**config.mk**
```make
export PLATFORM = sky130hd
export DESIGN_NAME = ram8_flat
export DESIGN_NICKNAME = d
export VERILOG_FILES = /design/src/rtl/ram8_pkg.sv /design/src/rtl/ram8_if.sv /design/src/rtl/mux8way.sv /design/src/rtl/ram8.sv /design/src/flat_wrapper.sv
export SDC_FILE = /design/constraint.sdc
export NUM_CORES = 1
export LEC_CHECK = 0
export ABC_AREA = 1
export CAP_MARGIN = 10
export CORE_ASPECT_RATIO = 1.25
export CORE_MARGIN = 2
export CORE_UTILIZATION = 59
export CTS_CLUSTER_SIZE = 28
export DETAILED_ROUTE_END_ITERATION = 16
export GPL_ROUTABILITY_DRIVEN = 0
export PLACE_DENSITY = 0.76
export SYNTH_ARGS = -nofsm -noshare
export SYNTH_HDL_FRONTEND = slang
export SYNTH_SLANG_ARGS = --single-unit
```
**constraint.sdc**
```tcl
create_clock -name clk -period 2.1 [get_ports clk]
set_clock_uncertainty 0.05 [all_clocks]
set_input_delay 0.42 -clock clk [delete_from_list [all_inputs] [get_ports clk]]
set_output_delay 0.42 -clock clk [all_outputs]
set_load 0.005 [all_outputs]
```
**src/rtl/ram8_pkg.sv**
```systemverilog
// Shared constants and FSM state type for the 8-word RAM.
package ram8_pkg;
  localparam int WIDTH = 16;
  localparam int DEPTH = 8;
  localparam int AW    = 3;

  typedef enum logic {IDLE, CLEARING} state_t;
endpackage

```
**src/rtl/ram8_if.sv**
```systemverilog
// Host-side bus of ram8: write/clear requests in, read data and clear status out.
interface ram8_if;
  import ram8_pkg::*;
  logic [WIDTH-1:0] in;
  logic             load;
  logic [AW-1:0]    address;
  logic             clear;
  logic [WIDTH-1:0] out;
  logic             busy;
  logic             done;

  modport master (output in, load, address, clear, input  out, busy, done);
  modport slave  (input  in, load, address, clear, output out, busy, done);
endinterface

```
**src/rtl/mux8way.sv**
```systemverilog
// 8-to-1 word multiplexer used as the RAM read path.
module mux8way
  import ram8_pkg::*;
(
  input  logic [WIDTH-1:0] a, b, c, d, e, f, g, h,
  input  logic [2:0]       sel,
  output logic [WIDTH-1:0] out
);
  always_comb begin
    out = a;
    case (sel)
      3'd0: out = a;
      3'd1: out = b;
      3'd2: out = c;
      3'd3: out = d;
      3'd4: out = e;
      3'd5: out = f;
      3'd6: out = g;
      3'd7: out = h;
      default: out = a;
    endcase
  end
endmodule

```
**src/rtl/ram8.sv**
```systemverilog
// 8x16 register RAM with combinational read and a sequential 8-cycle clear engine.
module ram8 #(
  parameter int WIDTH = 16
) (
  input  logic   clk,
  input  logic   reset,
  ram8_if.slave  bus
);
  import ram8_pkg::*;

  state_t                       state_q, state_d;
  logic [AW-1:0]                cnt_q, cnt_d;
  logic                         busy_q, busy_d, done_q, done_d;
  logic                         wr_en, clr_en;
  logic [DEPTH-1:0][WIDTH-1:0]  mem_q;

  always_ff @(posedge clk) begin
    if (reset) begin
      state_q <= IDLE;
      cnt_q   <= '0;
      busy_q  <= 1'b0;
      done_q  <= 1'b0;
    end else begin
      state_q <= state_d;
      cnt_q   <= cnt_d;
      busy_q  <= busy_d;
      done_q  <= done_d;
    end
  end

  always_comb begin
    state_d = state_q;
    cnt_d   = cnt_q;
    case (state_q)
      IDLE: if (bus.clear) begin
        state_d = CLEARING;
        cnt_d   = '0;
      end
      CLEARING: begin
        cnt_d = cnt_q + 3'd1;
        if (cnt_q == 3'd7) state_d = IDLE;
      end
      default: state_d = IDLE;
    endcase
  end

  // Clear beats load in IDLE; both are ignored once the sweep is running.
  always_comb begin
    clr_en = (state_q == CLEARING);
    wr_en  = (state_q == IDLE) && bus.load && !bus.clear;
    busy_d = (state_d == CLEARING);
    done_d = (state_q == CLEARING) && (cnt_q == 3'd7);
  end

  always_ff @(posedge clk) begin
    if (reset)       mem_q              <= '0;
    else if (clr_en) mem_q[cnt_q]       <= '0;
    else if (wr_en)  mem_q[bus.address] <= bus.in;
  end

  assign bus.busy = busy_q;
  assign bus.done = done_q;

  mux8way u_rd (
    .a(mem_q[0]), .b(mem_q[1]), .c(mem_q[2]), .d(mem_q[3]),
    .e(mem_q[4]), .f(mem_q[5]), .g(mem_q[6]), .h(mem_q[7]),
    .sel(bus.address),
    .out(bus.out)
  );
endmodule
```
**src/flat_wrapper.sv**
```systemverilog
// flat-port wrapper written by rule: the top's interface ports become plain ports
module ram8_flat import ram8_pkg::*;
#(
  parameter int WIDTH = 16
)
  (clk, reset, bus_in, bus_load, bus_address, bus_clear, bus_out, bus_busy, bus_done);
  ram8_if bus_i ();
  input  logic clk;
  input  logic reset;
  input wire logic [$bits(bus_i.in)-1:0] bus_in;
  input wire logic [$bits(bus_i.load)-1:0] bus_load;
  input wire logic [$bits(bus_i.address)-1:0] bus_address;
  input wire logic [$bits(bus_i.clear)-1:0] bus_clear;
  output wire logic [$bits(bus_i.out)-1:0] bus_out;
  output wire logic [$bits(bus_i.busy)-1:0] bus_busy;
  output wire logic [$bits(bus_i.done)-1:0] bus_done;
  assign bus_i.in = bus_in;
  assign bus_i.load = bus_load;
  assign bus_i.address = bus_address;
  assign bus_i.clear = bus_clear;
  assign bus_out = bus_i.out;
  assign bus_busy = bus_i.busy;
  assign bus_done = bus_i.done;
  ram8 #(.WIDTH(WIDTH)) u_core (.clk(clk), .reset(reset), .bus(bus_i));
endmodule
```
==> flow_summary.ini <==
[outcome]
status = complete, no violations

[yosys]
synth_area_um2 = 6430
synth_seq_cells = 133
synth_mux_area_share_pct = 0
syn_inst = 906
yosys.area_share.simple_pct = 38.8
syn_avg_cell_area_um2 = 7.10
yosys.area_share.xor_xnor_pct = 0
synth_top_family_by_area = simple AND/OR/NAND/NOR gates
synth_fa_ha_area_share_pct = 0.389
syn_nets = 931
yosysUniqueCellTypes = 24
yosys_warnings = 0
synth_compound_gate_area_share_pct = 10.8
ys_seq_area_share_pct = 41.4

[die]
coreArea_um2 = 10600
ios = 41
die_y_um = 121
start_util_pct = 60.6
die_w_um = 97.4
rows = 42
die_area_um2 = 11800

[finish]
antenna_cells = 0
area.sequential_um2 = 2660
drive_above_1_share_pct = 17.2
stdcell_area_um2 = 7850
nets = 963
instances_no_fill = 1083
n_fill_cell = 793
multi_input_area_um2 = 3330
area_growth_pct = 22.1

[route]
wirelength_um = 20100
avgViaCountPerCell = 6.09
dr.pass1.iters = 5
drt_iter0_drc = 720
drc = 0
ant_nets = 0
num_vias = 6592
post_drt_wl_per_cell_um = 18.5

[timing]
hold_viol = 0
worst_slew_pin_slew_ps = 656
hold_slack_ps = 379
finalCritPeriodShare_pct = 97.7
max_freq_mhz = 487
maxSlewHeadroom_pct = 56.1
rsz0062_at_grt = no
setup_violations = 0
drv_slew = 0
min_period_ps = 2050

[critical_path]
regToRegStartpoint = u_core.bus.busy
r2r_end = u_core.mem_q[9]
r2r_cells = 5
required_ps = 1630
critPathCaptureType = primary output
worstPathMaxFanout = 7
path_class = input pin to primary output
ff2ff_setup_slack_ps = 380
crit_arrival_ps = 1580
startpoint_type = input pin

[pwr]
power.leakage_nw = 3.02
ir_worst_vdd_v = 0.000538
power.density_nw_per_um2 = 801

[cts]
clkSinkCount = 133
cts_tree = built
ctsHtreeMaxLevel = 4
path_clk_slew_ps = 60
clock_path_buffers = 2
ctsHoldBuffers = 0
insertion_delay_ps = 420
cts_made_buffers = 17
cts.root.buffer_cell = clkbuf_16

[grt]
grt_pass1_vias = 6345
antenna_found_initial = 0
grt_pass1_wl_um = 31800
overflow = 0
grtUsageTotal_pct = 34.2
grt_start_max_net_pins = 38

[placement]
placed_cells = 1043
dpl-instance-area_um2 = 7020
dp_hpwl_um = 13100
port_buffers = 40

[min_path]
hp-start = reset
holdPathEnd = u_core.mem_q[87]
hold_depth = 2
hold_class = input pin to register

[job]
maxCapViolations = 0
## worst max-delay path: stages
cell	delay, ps
buf_6	100
buf_12	130
nor2_4	50
buf_4	130
bufbuf_16	260
nand2_1	50
nand2_1	50
nor2_1	110
nand3_1	130
buf_2	160
## Yosys cell counts
library cell  instances  area [µm²]
nor2_1               55         206
nand3_2               2        20.0
nor2_8                1        20.0
buf_1                 4        15.0
nand2_4               8        90.1
nand4_1              30         188
inv_1                23        86.3
ha_1                  2        25.0
nand2_8               1        20.0
nand3_1             148         741
nand2_1             278        1040
nor2_2                2        12.5
clkinv_2              1        5.00
nor2_4               12         135
a21oi_2              11        96.3
nor3b_1               1        7.51
inv_2                 3        11.3
a21oi_1             120         601
buf_6                15         169
clkbuf_1             29         109
buf_4                13        97.6
buf_2                12        60.1
nand2_2               2        12.5
dfxtp_1             133        2660
## stage by stage
| step | total power [mW] | TNS [ps] | utilization, % | worst slack, ps |
|---|---|---|---|---|
| 2_1_floorplan | 2.87 | 0 | - | 283 |
| 6_report | 6.29 | 0 | 74.0 | 47.9 |
| 4_1_cts | 6.27 | -160 | 73.6 | -74.1 |
| 5_1_grt | 6.44 | 0 | 74.0 | 8.02 |
| 3_5_place_dp | 3.05 | -17080 | 66.1 | -695 |
| 3_3_place_gp | 3.04 | -13780 | 66.1 | -665 |
## cell type report
cell class	count	area share (%)
clock inverter	11	2.18
sequential	133	33.9
inverter	27	1.42
tap	132	2.10
timing repair buffer	86	11.9
clock buffer	21	6.12
multi-input combinational	673	42.4
## placed cells by master (no fill, tap or decap), drive strengths merged
cell type	instances
clkdlybuf4s50	20
clkbuf	25
nor3b	1
clkinv	4
a21oi	131
nor2	70
bufbuf	1
nand4	30
inv	28
clkinvlp	2
nand2	289
nand3	150
dfxtp	133
ha	2
dlygate4sd2	3
bufinv	4
clkdlybuf4s15	4
buf	54
## state kept, by name, indices dropped and copies added, names as in the netlist
signal and flops:
u_core.mem_q 128, u_core.bus.busy 1, u_core.cnt_q 3, u_core.bus.done 1
## cells by family (layout without fill, tap and decap cells)
kind of cell | after synthesis | in the layout
compound gates | 131 | 131
buf+inv | 100 | 145
flops | 133 | 133
fa+ha+maj | 2 | 2
simple gates | 540 | 540
## power by group
part           switching, mW  total (mW)  leakage [nW]  internal (mW)
registers             0.0194        2.57          1.07           2.55
logic                  0.300       0.463          1.63          0.164
clock network           1.14        3.25         0.316           2.12
total                   1.46        6.29          3.02           4.83
## layer usage
metal | share of wire (%) | global-route usage [%] | up-vias
met5 | 0 | 0 | -
met4 | 5.5 | 19.6 | 0
met3 | 9.1 | 7.80 | 88
met2 | 48 | 56.9 | 391
met1 | 38 | 40.5 | 3055
li1 | - | - | 3058
## worst max path at each step
stage	end	from	slack, ps
after floorplan	bus_out[0]	bus_address[1]	280
after global placement	bus_out[14]	bus_address[1]	-670
after detailed placement	bus_out[14]	bus_address[2]	-690
after CTS	bus_out[9]	bus_address[1]	-70
after global routing	bus_out[14]	bus_address[2]	8
final	bus_out[14]	bus_address[0]	50
## repair_timing
item,CTS,global route
gates cloned,1,1
pin swaps,9,11
gates resized for setup,80,25
setup endpoints to repair,16,16
setup buffers,7,0
Power figures use the tool's default switching activity.
